`src/rtl/mem_wb_stage_if.sv`:
```
// Memory-side bus between the MEM stage and the data memory.
// Request/strobe/address/data go out; read data and a one-cycle ready pulse come back.
// No clock inside: both ends sample on the stage clock.
interface mem_wb_stage_if;
  logic        mem_req;
  logic        mem_we;
  logic [31:0] mem_addr;
  logic [31:0] mem_wdata;
  logic [31:0] mem_rdata;
  logic        mem_ready;

  // The pipeline stage issues requests.
  modport master (
    output mem_req, mem_we, mem_addr, mem_wdata,
    input  mem_rdata, mem_ready
  );

  // The memory answers them.
  modport slave (
    input  mem_req, mem_we, mem_addr, mem_wdata,
    output mem_rdata, mem_ready
  );
endinterface

```
`src/rtl/mem_wb_stage.sv`:
```
// MEM stage plus MEM/WB pipeline register; optional MEM_ALIGN_CHECK_EN adds misaligned-access trapping.
// Latency: ALU op 1 cycle to WB outputs; memory op N+2 cycles (N = ACCESS cycles incl. the ready cycle).
// Backpressure: Freeze stalls all upstream stages from the first cycle of a memory op until its data returns.
module mem_wb_stage (
  input  logic                  clk,
  input  logic                  rst,
  input  logic                  WB_EN_In,
  input  logic                  MEM_R_EN,
  input  logic                  MEM_W_EN,
  input  logic [31:0]           ALU_Res,
  input  logic [31:0]           Val_Rm,
  input  logic [3:0]            DestIn,
  mem_wb_stage_if.master        mem,
  output logic                  Freeze,
  output logic [3:0]            MEM_Dest,
  output logic                  MEM_WB_EN,
  output logic [3:0]            WB_Dest,
  output logic [31:0]           WB_Value,
  output logic                  WB_WB_EN,
  output logic                  align_err
);

  localparam logic [1:0] ST_IDLE   = 2'd0;
  localparam logic [1:0] ST_ACCESS = 2'd1;
  localparam logic [1:0] ST_DONE   = 2'd2;

  logic [1:0]  state_q, state_d;
  logic [31:0] ld_buf_q, ld_buf_d;     // data captured on the ready pulse
  logic        wb_en_q, wb_en_d;
  logic        mem_r_en_q, mem_r_en_d;
  logic [3:0]  dest_q, dest_d;
  logic [31:0] alu_res_q, alu_res_d;
  logic [31:0] wb_ld_q, wb_ld_d;       // load data field of MEM/WB

  logic        mem_op;
  logic        misalign;
  logic        stall;
  logic [29:0] word_addr;

  assign mem_op = MEM_R_EN | MEM_W_EN;

`ifdef MEM_ALIGN_CHECK_EN
  assign misalign = mem_op & (ALU_Res[1:0] != 2'b00);
`else
  assign misalign = 1'b0;
`endif

  // Data memory is mapped at byte 1024; 1024 has zero low bits, so subtracting
  // 256 from the word part gives the same word index without a borrow into [1:0].
  assign word_addr = ALU_Res[31:2] - 30'd256;

  // Upstream must hold while an access is being started or is in flight.
  assign stall = ((state_q == ST_IDLE) & mem_op & ~misalign) | (state_q == ST_ACCESS);

  // Outputs to memory and upstream; everything quiet while in reset.
  always_comb begin
    mem.mem_req   = ~rst & (state_q == ST_ACCESS);
    mem.mem_we    = ~rst & (state_q == ST_ACCESS) & MEM_W_EN & ~MEM_R_EN;
    mem.mem_addr  = {2'b00, word_addr};
    mem.mem_wdata = Val_Rm;
    Freeze        = ~rst & stall;
    align_err     = ~rst & (state_q == ST_IDLE) & misalign;
    MEM_Dest      = DestIn;
    MEM_WB_EN     = WB_EN_In;
    WB_Dest       = dest_q;
    WB_WB_EN      = wb_en_q;
    WB_Value      = mem_r_en_q ? wb_ld_q : alu_res_q;
  end

  // Next-state, load capture and MEM/WB register contents (bubble while stalled).
  always_comb begin
    state_d    = state_q;
    ld_buf_d   = ld_buf_q;
    wb_en_d    = 1'b0;
    mem_r_en_d = 1'b0;
    dest_d     = 4'd0;
    alu_res_d  = 32'd0;
    wb_ld_d    = wb_ld_q;

    case (state_q)
      ST_IDLE: begin
        if (mem_op && !misalign) state_d = ST_ACCESS;
      end
      ST_ACCESS: begin
        if (mem.mem_ready) begin
          ld_buf_d = mem.mem_rdata;
          state_d  = ST_DONE;
        end
      end
      ST_DONE: state_d = ST_IDLE;
      default: state_d = ST_IDLE;
    endcase

    // Retire: a plain ALU op from IDLE, or the memory op in DONE.
    if ((state_q == ST_DONE) || ((state_q == ST_IDLE) && !mem_op)) begin
      wb_en_d    = WB_EN_In;
      mem_r_en_d = MEM_R_EN;
      dest_d     = DestIn;
      alu_res_d  = ALU_Res;
    end
    if (state_q == ST_DONE) wb_ld_d = ld_buf_q;
  end

  // State and pipeline register update with synchronous clear.
  always_ff @(posedge clk) begin
    if (rst) begin
      state_q    <= ST_IDLE;
      ld_buf_q   <= 32'd0;
      wb_en_q    <= 1'b0;
      mem_r_en_q <= 1'b0;
      dest_q     <= 4'd0;
      alu_res_q  <= 32'd0;
      wb_ld_q    <= 32'd0;
    end else begin
      state_q    <= state_d;
      ld_buf_q   <= ld_buf_d;
      wb_en_q    <= wb_en_d;
      mem_r_en_q <= mem_r_en_d;
      dest_q     <= dest_d;
      alu_res_q  <= alu_res_d;
      wb_ld_q    <= wb_ld_d;
    end
  end

endmodule
```
`src/flat_wrapper.sv`:
```
// flat-port wrapper written by rule: the top's interface ports become plain ports
module mem_wb_stage_flat 
  (clk, rst, WB_EN_In, MEM_R_EN, MEM_W_EN, ALU_Res, Val_Rm, DestIn, Freeze, MEM_Dest, MEM_WB_EN, WB_Dest, WB_Value, WB_WB_EN, align_err, mem_mem_req, mem_mem_we, mem_mem_addr, mem_mem_wdata, mem_mem_rdata, mem_mem_ready);
  mem_wb_stage_if mem_i ();
  input  logic clk;
  input  logic rst;
  input  logic WB_EN_In;
  input  logic MEM_R_EN;
  input  logic MEM_W_EN;
  input  logic [31:0] ALU_Res;
  input  logic [31:0] Val_Rm;
  input  logic [3:0] DestIn;
  output logic Freeze;
  output logic [3:0] MEM_Dest;
  output logic MEM_WB_EN;
  output logic [3:0] WB_Dest;
  output logic [31:0] WB_Value;
  output logic WB_WB_EN;
  output logic align_err;
  output wire logic [$bits(mem_i.mem_req)-1:0] mem_mem_req;
  output wire logic [$bits(mem_i.mem_we)-1:0] mem_mem_we;
  output wire logic [$bits(mem_i.mem_addr)-1:0] mem_mem_addr;
  output wire logic [$bits(mem_i.mem_wdata)-1:0] mem_mem_wdata;
  input wire logic [$bits(mem_i.mem_rdata)-1:0] mem_mem_rdata;
  input wire logic [$bits(mem_i.mem_ready)-1:0] mem_mem_ready;
  assign mem_mem_req = mem_i.mem_req;
  assign mem_mem_we = mem_i.mem_we;
  assign mem_mem_addr = mem_i.mem_addr;
  assign mem_mem_wdata = mem_i.mem_wdata;
  assign mem_i.mem_rdata = mem_mem_rdata;
  assign mem_i.mem_ready = mem_mem_ready;
  mem_wb_stage u_core (.clk(clk), .rst(rst), .WB_EN_In(WB_EN_In), .MEM_R_EN(MEM_R_EN), .MEM_W_EN(MEM_W_EN), .ALU_Res(ALU_Res), .Val_Rm(Val_Rm), .DestIn(DestIn), .mem(mem_i), .Freeze(Freeze), .MEM_Dest(MEM_Dest), .MEM_WB_EN(MEM_WB_EN), .WB_Dest(WB_Dest), .WB_Value(WB_Value), .WB_WB_EN(WB_WB_EN), .align_err(align_err));
endmodule
```
`config.mk`:
```
export PLATFORM = sky130hd
export DESIGN_NAME = mem_wb_stage_flat
export DESIGN_NICKNAME = d
export VERILOG_FILES = /design/src/rtl/mem_wb_stage_if.sv /design/src/rtl/mem_wb_stage.sv /design/src/flat_wrapper.sv
export SDC_FILE = /design/constraint.sdc
export NUM_CORES = 1
export LEC_CHECK = 0
export ABC_AREA = 0
export BUFFER_PORTS_ARGS = -buffer_cell sky130_fd_sc_hd__buf_2
export CAP_MARGIN = 10
export CORE_MARGIN = 2
export CORE_UTILIZATION = 45
export CTS_BUF_LIST = sky130_fd_sc_hd__clkbuf_4 sky130_fd_sc_hd__clkbuf_8
export DETAILED_ROUTE_END_ITERATION = 16
export HOLD_SLACK_MARGIN = 0.02
export PLACE_DENSITY = 0.8
export SETUP_SLACK_MARGIN = 0.02
export SYNTH_ARGS = -nofsm -noshare
export SYNTH_HDL_FRONTEND = slang
export SYNTH_SLANG_ARGS = --single-unit
```
`constraint.sdc`:
```
create_clock -name clk -period 1.9 [get_ports clk]
set_clock_uncertainty 0.15 [all_clocks]
set_input_delay 0.095 -clock clk [delete_from_list [all_inputs] [get_ports clk]]
set_output_delay 0.095 -clock clk [all_outputs]
set_load 0.02 [all_outputs]
```
==> flow_metrics.py, run 1 <==
metrics = {
    "cts": {
        "root_buffer": "clkbuf_8",
        "cts_sinks": 104,
        "htreeDepth": 3,
        "cts_made_buffers": 9,
        "cts_tree": "done",
        "clock_latency_ns": 0.35,
        "cts_buffer_depth": 2,
    },
    "yosys": {
        "synthFlopType": "dfxtp_1",
        "yosys.area.top_type": "dfxtp_1",
        "synthAdderAreaFrac": 0.00282,
        "synth-xor-area-share": 0.0355,
        "synthArstFlopShare": 0,
        "netlist_area_um2": 4440,
        "netlist_instances": 515,
        "muxShareOfSynthArea": 0.0811,
        "synth_seq_cells": 104,
        "yosysUniqueCellTypes": 36,
        "seq_area_frac_synth": 0.469,
        "yosys_warnings": 0,
        "synth_area_leaders": "dfxtp_1 47%, nand2_1 11%, buf_4 8.1%",
        "synthDominantCellAreaShare": 0.469,
        "synth_compound_area_frac": 0.0778,
        "synth_top_family_by_area": "simple AND/OR/NAND/NOR gates",
        "synthSimpleGateAreaFrac": 0.222,
        "syn_avg_cell_area_um2": 8.62,
        "synth-edff-count": 0,
    },
    "global_route": {
        "grt_pass1_wl_mm": 19.9,
        "top_usage_layer": "met2",
        "grt_max_degree": 51,
        "grt_remaining_overflow": 0,
        "grt_antenna_before_repair": 0,
        "grt_pass1_vias": 4210,
        "grtUsageMet2": 0.432,
        "grt_util_all_layers": 0.241,
        "gr-usage-met3": 0.0531,
        "met1_usage": 0.265,
    },
    "run_status": {
        "violations": "negative setup slack",
        "status": "finished, violations left",
    },
    "sta": {
        "rsz0062_at_grt": "true",
        "setup_ws_ns": -0.220,
        "final.period_utilization": 1.12,
        "setup_viol": 11,
        "fmax_mhz": 472,
        "slew_violations": 0,
        "finalHoldViolCount": 0,
        "finalSetupTns_ns": -1.42,
        "min_period_ns": 2.12,
        "fin_hold_ws_ns": 0.0400,
    },
    "setup_path": {
        "reg2reg_depth": 5,
        "worstSetupPathType": "in2out",
        "cp-start-kind": "input port",
        "cp-end-kind": "primary output",
        "cp.required_ns": 1.65,
        "cp.arrival_ns": 1.87,
        "crit_fanout": 7,
    },
    "routing": {
        "drc": 0,
        "wl_per_cell_um": 15.5,
        "totalWireLength_mm": 13.1,
        "vias": 4156,
        "antenna_left": 0,
        "drt_iter0_drc": 150,
        "via_per_inst": 4.90,
        "drt_pass1_iterations": 5,
    },
    "final_layout": {
        "n_fill_cell": 729,
        "seqCellArea_um2": 2080,
        "fin_nets": 817,
        "antenna_cells": 0,
        "layout-drive-gt1-share": 0.375,
        "areaGrowthSynthToFinish_pct": 43.6,
        "layout_common_cells": "132 x nand2_1, 132 x buf_2, 104 x dfxtp_1, 71 x dlygate4sd3_1, 64 x a21oi_1",
        "multi_input_area_um2": 2060,
    },
    "place": {
        "gp_congestion": 0.852,
        "hpwl_mm": 8.32,
        "place.port_buffers": 148,
    },
    "die": {
        "start_util": 0.459,
        "die_area_um2": 10700,
        "die_h_um": 103,
        "die_w_um": 103,
        "core_um2": 9680,
        "std_cell_rows": 36,
        "ios": 216,
    },
    "run": {
        "drv_cap": 0,
    },
    "power_and_ir_drop": {
        "power_leakage_nw": 2.81,
        "p_per_area_nw_per_um2": 664,
        "peakVddDrop_mv": 0.318,
    },
    "hold_path": {
        "hold_class": "in2out",
        "holdPathStages": 0,
    },
}
[layout make-up]
class                      count  area share
clock buffer                  11      0.0218
clock inverter                 5     0.00530
inverter                       3     0.00255
multi-input combinational    332       0.322
sequential                   104       0.327
tap                          133      0.0261
timing repair buffer         260       0.295
[worst max-delay path, cell delays in order]
cell and delay (ns):
buf_6 0.10, or4_4 0.54, or3b_4 0.41, buf_12 0.16, nor4_4 0.19, xor2_2 0.22
buf_6 0.15
[power by group]
group	switching [W]	leakage (nW)	internal, W
Clock	0.000719	0.0861	0.000505
Sequential	0.0000278	0.843	0.00224
Combinational	0.000386	1.89	0.000352
[flip-flops by register name, summed over array words and instances (netlist names)]
| signal | cells |
|---|---|
| u_core.alu_res_q | 32 |
| u_core.ld_buf_q | 32 |
| u_core.wb_ld_q | 32 |
| u_core.WB_Dest | 4 |
| u_core.state_q | 2 |
| u_core.WB_WB_EN | 1 |
| u_core.mem_r_en_q | 1 |
[logic make-up (layout without fill, tap and decap cells)]
logic type	count (synthesis)	count (layout)
AO/OA/AOI/OAI	67	67
XOR/XNOR	18	18
adder cells (fa/ha/maj)	1	1
buffers and inverters	81	279
flip-flops	104	104
multiplexers	32	32
other	1	3
AND/OR/NAND/NOR	211	211
[worst paths after layout]
kind / endpoint / start / slack, ns
max: mem_mem_addr[23] / ALU_Res[10] / -0.22
min: mem_mem_wdata[16] / Val_Rm[16] / 0.04
max reg2reg: u_core.wb_ld_q[30]$_SDFFE_PP0N_ / u_core.state_q[0]$_SDFFE_PP0P_ / 0.23
min reg2reg: u_core.wb_ld_q[31]$_SDFFE_PP0N_ / u_core.ld_buf_q[31]$_SDFFE_PP0P_ / 0.30
[stage by stage]
| step | area, um^2 | util | power (W) | setup slack (ns) | cells |
|---|---|---|---|---|---|
| after global routing | 6370 | 0.658 | 0.00442 | -0.318 | 848 |
| final | 6370 | 0.658 | 0.00423 | -0.220 | 848 |
| after CTS | 6290 | 0.649 | 0.00424 | -0.144 | 847 |
| after detailed placement | 5180 | 0.535 | 0.00288 | -0.231 | 752 |
| after global placement | 5180 | 0.535 | 0.00286 | -0.185 | 752 |
| after floorplan | 4480 | - | 0.00273 | -0.0665 | 517 |
[what timing repair did]
item                                    in CTS  in global routing
hold endpoints to repair                    79                  0
hold buffers                                71                  0
endpoints found under the setup margin      12                 39
buffers inserted                             8                  1
pin swaps                                   14                  6
resized for setup                           40                 20
[cells in the mapped netlist, drive strengths merged (4+ instances only)]
library cell  count
xor2             14
nor4              5
clkbuf           26
buf              52
a21oi            64
mux2             32
nor2             13
nand2           133
nor3              6
xnor2             4
dfxtp           104
and2             38
[metal layers]
| metal | routed length (um) | share of wire | up-vias |
|---|---|---|---|
| li1 | - | - | 1994 |
| met1 | 5210 | 0.40 | 1942 |
| met2 | 6770 | 0.52 | 178 |
| met3 | 753 | 0.057 | 42 |
| met4 | 394 | 0.030 | 0 |
| met5 | 0 | 0 | - |
(Power assumes the default switching activity.)
==> run 2: changes to the inputs <==
--- a/config.mk
+++ b/config.mk
@@ -13,8 +13,9 @@
 export CTS_BUF_LIST = sky130_fd_sc_hd__clkbuf_4 sky130_fd_sc_hd__clkbuf_8
 export DETAILED_ROUTE_END_ITERATION = 16
 export HOLD_SLACK_MARGIN = 0.02
-export PLACE_DENSITY = 0.8
+export PLACE_DENSITY = 0.78
 export SETUP_SLACK_MARGIN = 0.02
+export SKIP_LAST_GASP = 1
 export SYNTH_ARGS = -nofsm -noshare
 export SYNTH_HDL_FRONTEND = slang
 export SYNTH_SLANG_ARGS = --single-unit
==> flow_metrics.py, run 2 (synthesis results as in run 1) <==
metrics = {
    "routing": {
        "via_per_inst": 4.90,
        "drt_iter0_drc": 141,
        "totalWireLength_mm": 12.9,
        "wl_per_cell_um": 15.2,
        "antenna_left": 0,
        "vias": 4151,
        "drc": 0,
        "drt_pass1_iterations": 4,
    },
    "hold_path": {
        "hold_class": "in2out",
    },
    "setup_path": {
        "rr_endpoint": "u_core.alu_res_q[1]$_SDFF_PP0_",
        "cp-end-kind": "primary output",
        "cp.required_ns": 1.65,
        "reg2reg_depth": 4,
        "rrSetupSlack_ns": 0.27,
        "cp.arrival_ns": 1.83,
        "cp-start-kind": "input port",
        "endpoint": "mem_mem_addr[29]",
        "crit_fanout": 2,
        "rr_startpoint": "u_core.state_q[1]$_SDFFE_PP0P_",
        "crit_start": "ALU_Res[26]",
        "worstSetupPathType": "in2out",
    },
    "power_and_ir_drop": {
        "power.total_w": 0.00435,
        "p_per_area_nw_per_um2": 679,
        "power_leakage_nw": 2.83,
        "peakVddDrop_mv": 0.531,
    },
    "run_status": {
        "status": "finished, violations left",
        "violations": "negative setup slack",
    },
    "global_route": {
        "grt_pass1_wl_mm": 19.0,
        "grt_antenna_before_repair": 0,
        "grt_pass1_vias": 4071,
        "grt_remaining_overflow": 0,
        "grt_util_all_layers": 0.228,
        "grt_max_degree": 66,
    },
    "die": {
        "std_cell_rows": 36,
        "die_w_um": 103,
        "die_area_um2": 10700,
        "die_h_um": 103,
        "core_um2": 9680,
        "ios": 216,
        "start_util": 0.459,
    },
    "final_layout": {
        "layout_common_cells": "133 x nand2_1, 133 x buf_2, 104 x dfxtp_1, 70 x dlygate4sd3_1, 64 x a21oi_1",
        "layout-drive-gt1-share": 0.378,
        "areaGrowthSynthToFinish_pct": 44.1,
        "n_fill_cell": 783,
        "antenna_cells": 0,
        "largest_registers": "u_core.alu_res_q x32, u_core.ld_buf_q x32, u_core.wb_ld_q x32",
        "fin_nets": 818,
    },
    "sta": {
        "rsz0062_at_grt": "true",
        "min_period_ns": 2.07,
        "worstMarginPinSlew_ns": 0.650,
        "setup_ws_ns": -0.171,
        "final.period_utilization": 1.09,
        "slew_violations": 0,
        "setup_viol": 9,
        "fmax_mhz": 483,
        "fin_hold_ws_ns": 0.0400,
        "finalHoldViolCount": 0,
        "maxSlewHeadroom": 0.567,
    },
    "cts": {
        "htreeDepth": 3,
        "cts_buffer_depth": 2,
        "root_buffer": "clkbuf_8",
        "cts_made_buffers": 9,
        "cts_sinks": 104,
        "clock_latency_ns": 0.34,
        "cts_tree": "done",
    },
    "place": {
        "place.port_buffers": 148,
        "gp_congestion": 0.866,
        "hpwl_mm": 8.22,
    },
    "run": {
        "drv_cap": 0,
    },
}
-- run 2: cell types whose count changed in the layout (fill, tap and decap cells not counted), sizes merged --
cell          before  now
clkinvlp           2    0
dlygate4sd3       71   70
bufinv             0    1
dlymetal6s4s       0    1
buf              189  190
-- run 2: final cells by class --
cell class                      count  area [um^2]  share of cell area
Inverter                            3         16.3             0.00254
Sequential cell                   104         2080               0.325
Tap cell                          133          166              0.0260
Clock inverter                      4         56.3             0.00880
Timing Repair Buffer              261         1860               0.291
Multi-Input combinational cell    332         2080               0.325
Clock buffer                       11          139              0.0217
-- run 2: metrics by stage --
step / worst slack (ns) / setup TNS, ns / std cells / area, um^2 / utilization
CTS: -0.151 / -1.21 / 843 / 6250 / 0.646
global placement: -0.210 / -1.67 / 753 / 5160 / 0.533
finish: -0.171 / -0.891 / 848 / 6400 / 0.661
detailed placement: -0.242 / -2.04 / 753 / 5160 / 0.533
floorplan: -0.0665 / -0.136 / 517 / 4480 / -
global route: -0.227 / -1.56 / 848 / 6400 / 0.661
-- run 2: layer usage --
layer / part of all wire / vias to the layer above / global-route usage
met1: 0.39 / 1954 / 0.253
met4: 0.028 / 0 / 0.0972
met5: 0 / - / 0
met3: 0.055 / 36 / 0.0571
li1: - / 2000 / -
met2: 0.52 / 161 / 0.415
-- run 2: repair_timing --
item | CTS | global route
pin swaps | 14 | 14
endpoints found under the setup margin | 13 | 15
hold endpoints to repair | 70 | 0
gates resized for setup | 38 | 26
cloned | 0 | 0
hold buffers | 71 | 0
setup buffers | 4 | 5
-- run 2: where the power goes --
group          total [W]  internal [W]  switching, W
clock            0.00135      0.000640      0.000713
combinational   0.000719      0.000344      0.000375
sequential       0.00227       0.00224     0.0000315
total            0.00435       0.00323       0.00112
-- run 2: how the worst min path moves through the flow --
stage,slack [ns],startpoint,end,depth (start not counted)
global route,0.04,Val_Rm[6],mem_mem_wdata[6],0
finish,0.04,Val_Rm[22],mem_mem_wdata[22],0
detailed placement,0.04,Val_Rm[15],mem_mem_wdata[15],0
CTS,0.04,Val_Rm[15],mem_mem_wdata[15],0
floorplan,0.07,DestIn[0],u_core.WB_Dest[0]$_SDFF_PP0_,1
global placement,0.04,Val_Rm[15],mem_mem_wdata[15],0
-- run 2: critical path, stage by stage --
cell and delay [ns]:
buf_2 0.11, or4_4 0.55, or4_4 0.47, nor4_4 0.28, xor2_2 0.18, buf_6 0.14
